File: src/rtl/strng_harvest_pkg.sv
// strng_harvest_pkg: controller state encoding and default parameter values
package strng_harvest_pkg;
    typedef enum logic [1:0] {IDLE = 2'd0, WARMUP = 2'd1, RUN = 2'd2} state_e;
    localparam int STR_LEN_DEF    = 8;
    localparam int WORD_W_DEF     = 32;
    localparam int FIFO_DEPTH_DEF = 4;
    localparam int WARMUP_CYC_DEF = 64;
endpackage

File: src/rtl/strng_fifo.sv
// strng_fifo: first-word-fall-through FIFO, head reads as zero when empty
module strng_fifo
    import strng_harvest_pkg::*;
#(
    parameter int WIDTH = WORD_W_DEF,
    parameter int DEPTH = FIFO_DEPTH_DEF
) (
    input  logic             clk,
    input  logic             rst,
    input  logic             push,
    input  logic             pop,
    input  logic [WIDTH-1:0] din,
    output logic [WIDTH-1:0] dout,
    output logic             full,
    output logic             empty
);
    localparam int AW = $clog2(DEPTH);
    localparam int CW = AW + 1;
    logic [WIDTH-1:0] mem_q [DEPTH];
    logic [AW-1:0] wr_q, rd_q;
    logic [CW-1:0] cnt_q;
    logic wr_en, rd_en;
    always_comb begin
        empty = cnt_q == '0;
        full  = cnt_q == CW'(DEPTH);
        rd_en = pop && !empty;
        // a full FIFO still accepts a word when the head leaves on the same edge
        wr_en = push && (!full || rd_en);
        dout  = empty ? '0 : mem_q[rd_q];
    end
    always_ff @(posedge clk) begin
        if (rst) begin
            wr_q  <= '0;
            rd_q  <= '0;
            cnt_q <= '0;
        end else begin
            if (wr_en) begin
                mem_q[wr_q] <= din;
                wr_q        <= wr_q + 1'b1;
            end
            if (rd_en) rd_q <= rd_q + 1'b1;
            cnt_q <= cnt_q + CW'(wr_en) - CW'(rd_en);
        end
    end
endmodule

File: src/rtl/strng_harvest.sv
// strng_harvest: packs XOR-reduced STR bits LSB-first into words behind a FWFT FIFO; STRNG_VN_DEBIAS_EN adds von Neumann debiasing
module strng_harvest
    import strng_harvest_pkg::*;
#(
    parameter int STR_LEN    = STR_LEN_DEF,
    parameter int WORD_W     = WORD_W_DEF,
    parameter int FIFO_DEPTH = FIFO_DEPTH_DEF,
    parameter int WARMUP_CYC = WARMUP_CYC_DEF
) (
    input  logic               clk,
    input  logic               rst,
    input  logic               en,
    input  logic [STR_LEN-1:0] rnd_data,
    output logic               out_valid,
    input  logic               out_ready,
    output logic [WORD_W-1:0]  out_data,
    output logic               ovf,
    input  logic               ovf_clr,
    output logic               busy
);
    localparam int WCW = WARMUP_CYC > 1 ? $clog2(WARMUP_CYC) : 1;
    localparam int BCW = $clog2(WORD_W);
    state_e state_q, state_d;
    logic [WCW-1:0] wcnt_q, wcnt_d;
    logic [BCW-1:0] bcnt_q, bcnt_d;
    logic [WORD_W-1:0] word_q, word_d, push_word;
    logic ovf_q, ovf_d;
    logic raw, harvest, acc, acc_bit, push, pop, full, empty;
    assign raw     = ^rnd_data;
    assign harvest = state_q == RUN && en;
    always_comb begin
        state_d = state_q;
        if (!en) state_d = IDLE;
        else if (state_q == IDLE) state_d = WARMUP_CYC == 0 ? RUN : WARMUP;
        else if (state_q == WARMUP && wcnt_q == WCW'(WARMUP_CYC - 1)) state_d = RUN;
    end
`ifdef STRNG_VN_DEBIAS_EN
    logic pair_q, pair_d, a_q, a_d;
    // first bit of a pair is parked in a_q; the pair emits a_q only when the bits differ
    always_comb begin
        pair_d  = state_d == IDLE ? 1'b0 : harvest ? ~pair_q : pair_q;
        a_d     = state_d == IDLE ? 1'b0 : harvest && !pair_q ? raw : a_q;
        acc     = harvest && pair_q && (a_q ^ raw);
        acc_bit = a_q;
    end
    always_ff @(posedge clk) begin
        if (rst) begin
            pair_q <= 1'b0;
            a_q    <= 1'b0;
        end else begin
            pair_q <= pair_d;
            a_q    <= a_d;
        end
    end
`else
    assign acc     = harvest;
    assign acc_bit = raw;
`endif
    always_comb begin
        push_word = {acc_bit, word_q[WORD_W-1:1]};
        push      = acc && bcnt_q == BCW'(WORD_W - 1);
        pop       = out_valid && out_ready;
        wcnt_d    = state_q == WARMUP && state_d == WARMUP ? wcnt_q + 1'b1 : '0;
        word_d    = state_d == IDLE || push ? '0 : acc ? push_word : word_q;
        bcnt_d    = state_d == IDLE || push ? '0 : acc ? bcnt_q + 1'b1 : bcnt_q;
        ovf_d     = push && full && !pop ? 1'b1 : ovf_clr ? 1'b0 : ovf_q;
    end
    always_ff @(posedge clk) begin
        if (rst) begin
            state_q <= IDLE;
            wcnt_q  <= '0;
            bcnt_q  <= '0;
            word_q  <= '0;
            ovf_q   <= 1'b0;
        end else begin
            state_q <= state_d;
            wcnt_q  <= wcnt_d;
            bcnt_q  <= bcnt_d;
            word_q  <= word_d;
            ovf_q   <= ovf_d;
        end
    end
    strng_fifo #(.WIDTH(WORD_W), .DEPTH(FIFO_DEPTH)) u_fifo (
        .clk  (clk),
        .rst  (rst),
        .push (push),
        .pop  (pop),
        .din  (push_word),
        .dout (out_data),
        .full (full),
        .empty(empty)
    );
    assign out_valid = !empty;
    assign ovf       = ovf_q;
    assign busy      = state_q != IDLE;
endmodule

File: config.mk
export PLATFORM = sky130hd
export DESIGN_NAME = strng_harvest
export DESIGN_NICKNAME = d
export VERILOG_FILES = /design/src/rtl/strng_harvest_pkg.sv /design/src/rtl/strng_fifo.sv /design/src/rtl/strng_harvest.sv
export SDC_FILE = /design/constraint.sdc
export NUM_CORES = 1
export LEC_CHECK = 0
export ABC_AREA = 0
export ABC_CLOCK_PERIOD_IN_PS = 5830
export BUFFER_PORTS_ARGS = -buffer_cell sky130_fd_sc_hd__buf_4
export CORE_MARGIN = 2
export CORE_UTILIZATION = 35
export DETAILED_ROUTE_END_ITERATION = 8
export GPL_TIMING_DRIVEN = 0
export PLACE_DENSITY = 0.63
export SYNTH_ARGS = -nofsm -noshare
export SYNTH_HDL_FRONTEND = slang
export SYNTH_SLANG_ARGS = --single-unit
File: constraint.sdc
create_clock -name clk -period 5.83 [get_ports clk]
set_clock_uncertainty 0.2 [all_clocks]
set_input_delay 1.166 -clock clk [delete_from_list [all_inputs] [get_ports clk]]
set_output_delay 1.166 -clock clk [all_outputs]
set_load 0.05 [all_outputs]
Yosys cells after proc, flatten, opt, wreduce, memory -nomap -nowiden:

Memories as Yosys holds them, arrays and structs flattened. A register that Yosys moved wholly into a read port is not among the register bits.
Index checks and enable logic that the tools add are counted.

* add/sub/neg operators: 6
* equality and inequality tests: 6
* muxes and demuxes: 11
* bitwise logic cells: 1
* reduce and logical (&&, ||, !) cells: 22

Operators with widths (number)
* 32-bit two-way mux: 1
* 2-bit two-way mux: 5
* 1-bit logical AND: 9
* 8-bit XOR reduction: 1
* 6-bit by 1-bit adder with 6-bit output (second input constant): 1
* 6-bit equality test (second input constant): 1
* 5-bit by 1-bit adder with 5-bit output (second input constant): 1
* 5-bit equality test (second input constant): 1
* 1-bit two-way mux: 5
* 2-bit by 1-bit adder with 2-bit output (second input constant): 2
* 2-bit by 1-bit equality test with 1-bit output (second input constant): 2
* 2-bit logical NOT: 2
* 2-bit nonzero test: 2
* 2-bit OR reduction: 2
* 3-bit by 1-bit adder with 3-bit output: 1
* 3-bit equality test (second input constant): 1
* 1-bit logical NOT: 3
* 3-bit logical NOT: 1
* 3-bit by 1-bit subtractor with 3-bit output: 1
* 2-bit equality test (second input constant): 1
* 1-bit logical OR: 2
* 1-bit inverter: 1

* register bits: 53
* RAM bits: 128
* logic and storage cells: 55
* memories kept: 1

Memory list
* u_fifo.mem_q: depth 4, bits a word 32, read ports 1, clocked after Yosys merged registers in 1, wr ports 1, RTL line strng_fifo.sv:19 `logic [WIDTH-1:0] mem_q [DEPTH];`

Longest topological paths before layout:

* word-level depth: 9
* depth in mapped cells: 11
* depth with buffers taken out: 10

By module:

From an unflattened synthesis, not the netlist that was laid out.

* cells, all modules: 462
* area, all modules: 7185.6 sq um

By module, submodules not included
* strng_fifo: times used 1, cells each 251, area an instance 5306.3 sq um
* strng_harvest: times used 1, cells each 211, area an instance 1879.3 sq um

Worst setup path after synthesis:

OpenSTA, ideal clock, no wires.

* path kind: reg2out
* start point: register u_fifo.cnt_q[1]
* end point: output out_data[22]
* data arrival time: 1.796 ns
* data required time: 4.464 ns
* setup slack: 2.668 ns
* cell stages (with the launch flop): 5
* buffers on the path: 2
* cells stage by stage: dfxtp_1 or3_1 clkbuf_1 clkbuf_1 and2_1

* word-level cells in the longest chain between the ends: 2

RTL lines
* from (decl): RTL line strng_fifo.sv:21 `logic [CW-1:0] cnt_q;`
* from (signal assigned): RTL line strng_fifo.sv:42 `cnt_q <= cnt_q + CW'(wr_en) - CW'(rd_en);`
* 3-bit logical NOT: RTL line strng_fifo.sv:24 `empty = cnt_q == '0;`
* 32-bit two-way mux: RTL line strng_fifo.sv:29 `dout = empty ? '0 : mem_q[rd_q];`
* to (decl): RTL line strng_harvest.sv:16 `output logic [WORD_W-1:0] out_data,`

No other way between the ends.

==> impl_results.md <==
- Status: finished, final reports clean
- Total number of vias: 3,800
- Crit start category: register
- Synth Cell Area: ~7000 um^2
- DP Wirelength: slightly above 8000 um
- First drt pass iteration count: 5
- Crit path max fanout: 10
- Average wire length per cell after detail routing: 15.9 um
- Wire length of the first global-routing pass: 20,400 um
- Number of hold-repair buffers added at the cts stage: 0
- Unrepaired setup endpoints after global routing: no
- Post-synthesis area per instance: 15.2 um^2
- Number of endpoints with negative hold slack in the final report: 0
- Power density cells: 375 nW/um^2
- Worst Max-Slew Pin Slew: ~0.66 ns
- Clock tree from TritonCTS: yes
- Count of flip-flops with a built-in enable after synthesis: 128
- Power after layout: approximately 0.0031 W
- Via/cell ratio: 4.71
- Final Routed Wirelength: 12,800 um
- Number of top-level pins: between 40 and 50
- Die ar.: 21,100 um^2
- Vias in the first global route: 3,862
- Slew HR: 56.1%
- Biggest area contributors in the synthesized netlist: sky130_fd_sc_hd__edfxtp_1, sky130_fd_sc_hd__dfxtp_1, sky130_fd_sc_hd__mux4_2
- Maximum level of the CTS H-tree: 4
- Proportion of layout cells with a drive suffix above 1: 23.6%
- Max frequency: roughly 270 MHz
- Net count after synthesis: 482
- Share of async-settable or async-resettable flops after synthesis: 0%
- Highest-count cells in the layout ignoring fill and taps: sky130_fd_sc_hd__edfxtp_1, sky130_fd_sc_hd__nand2_1, sky130_fd_sc_hd__dfxtp_1
- Post-placement cell count: 775
- Syn. warnings: 0
- Yosys top cell area share: 54.9%
- Worst supply voltage drop on vdd: 252 uV
- Synthesized flop and latch total: 182
- Insertion delay to the later sink of the worst-skew pair: 0.42 ns
- Core footprint: 19,500 um^2
- Final core area utilization: between 40% and 50%
- Biggest area consumer among synthesized cells: sky130_fd_sc_hd__edfxtp_1
- Maximum number of pins on one net before global-route repair: 26
- Count of pins over their slew limit: 0
- Setup violation total in the final timing report: 0
- Most used flip-flop cell after synthesis: sky130_fd_sc_hd__edfxtp_1
- Overall global routing resource usage: between 10% and 20%
- Required time of the critical path: roughly 4.5 ns
- Type of the worst setup path: register to output port
- First DRT Iteration DRCs: about 240
- Yosys cell types: 34
- Ant diodes: 0
- Min-delay worst type: register to register
- Sum of negative setup slack: 0 ns
- Post-layout nets: 552
- Number of buffers on the longest clock path: 2
- Clock Tree Root: sky130_fd_sc_hd__clkbuf_16
- DRC errors left: 0
- Post-CTS Setup Inserts: 0
- Die Height: 145 um
- Endpoint kind of the worst setup timing path: output port
- Buffers on Ports: 47
- Critical path data arrival time: 2.27 ns
- Die Wd: 145 um
- # rows: 51
- Gp weighted congestion: 0.708
- Number of CTS-inserted buffers: 17
- Register area share after synthesis: 70.4%
- Lkg Pwr: a little over 3 nW
- Share of the clock period used by the worst path: 62.4%
- Synthesized instance count: 459
- Max-cap violations: 0
- Synth-to-Final Area Change: 20.0%
- Clock Pin Slew Worst Setup and Hold Paths: 0.07 ns
- Antenna violations before repair: 0
- Clock period minus worst slack: 3.64 ns
- Final antenna-violating net count: 0
- Initial cell density of the core: 35.8%
- Final cell count without fillers: 807
- Final WS setup: 2.19 ns
- Number of sinks driven by the clock tree: 182
- Worst slack after detailed placement: 2.58 ns
- Most frequent standard cell in the layout excluding fill and tap cells: sky130_fd_sc_hd__edfxtp_1
- Overflow after GRT: 0
- Resized cells post-CTS: 0
-- Yosys cell counts, drive strengths merged (4+ instances only) --
library cell	n
edfxtp	128
dfxtp	54
nand2	69
nor2b	4
and2	37
buf	14
clkbuf	10
nand3	4
nor2	20
ha	9
a21oi	35
mux4	32
xor2	7
xnor2	11
inv	7
-- registers in the layout, summed over array words and instances (netlist names), named ones only --
signal        cells
state_q           2
u_fifo.wr_q       2
u_fifo.mem_q    128
u_fifo.cnt_q      3
word_q           31
ovf               1
bcnt_q            5
u_fifo.rd_q       2
wcnt_q            6
-- worst paths after layout --
path	startpoint	end	slack, ns	depth (start not counted)
hold / removal	bcnt_q[4]	bcnt_q[4]	0.27	2
hold reg to reg	bcnt_q[4]	bcnt_q[4]	0.27	2
setup / recovery	register	out_data[27]	2.19	5
setup reg to reg	u_fifo.cnt_q[1]	u_fifo.cnt_q[2]	3.02	11
-- worst max-delay path: stages (launching register included) --
cell,delay (ns)
sky130_fd_sc_hd__dfxtp_1,0.31
sky130_fd_sc_hd__clkbuf_1,0.30
sky130_fd_sc_hd__buf_4,0.32
sky130_fd_sc_hd__mux4_2,0.56
sky130_fd_sc_hd__and2_1,0.17
sky130_fd_sc_hd__buf_4,0.18
-- per-layer routing --
| metal | up-vias | share of wire (%) | track usage [%] |
|---|---|---|---|
| li1 | 1799 | - | - |
| met5 | - | 0 | 0 |
| met1 | 1920 | 44 | 15.6 |
| met2 | 68 | 50 | 21.1 |
| met3 | 13 | 3.7 | 2.95 |
| met4 | 0 | 1.6 | 5.49 |
-- power breakdown --
group          leakage, nW  internal, W  switching [W]
clock                0.299     0.000721       0.000482
combinational        0.895     0.000194       0.000345
sequential            1.86      0.00139      0.0000160
total                 3.05      0.00230       0.000843
-- cell families after synthesis --
group                    share of synthesized area (%)
AO/OA/AOI/OAI                                     3.02
flip-flops                                        70.4
buffers and inverters                             2.07
adder cells (fa/ha/maj)                           1.89
XOR/XNOR                                          2.25
AND/OR/NAND/NOR                                   9.96
multiplexers                                      10.4
-- metrics by stage --
| step | cell area, um^2 | hold WS [ns] |
|---|---|---|
| floorplan | 7000 | 0.241 |
| global placement | 7680 | 0.253 |
| detailed placement | 7770 | 0.262 |
| CTS | 8400 | 0.271 |
| global route | 8400 | 0.312 |
| finish | 8400 | 0.268 |
-- layout make-up --
| cell class | count | area (um^2) |
|---|---|---|
| inverter | 7 | 26.3 |
| clock buffer | 17 | 425 |
| buffer | 24 | 119 |
| sequential | 182 | 4920 |
| fill | 1782 | 11100 |
| timing repair buffer | 51 | 433 |
| clock inverter | 15 | 203 |
| multi-input combinational | 246 | 1930 |
| tap | 265 | 332 |
No activity file was read; power rests on OpenSTA's default activity.
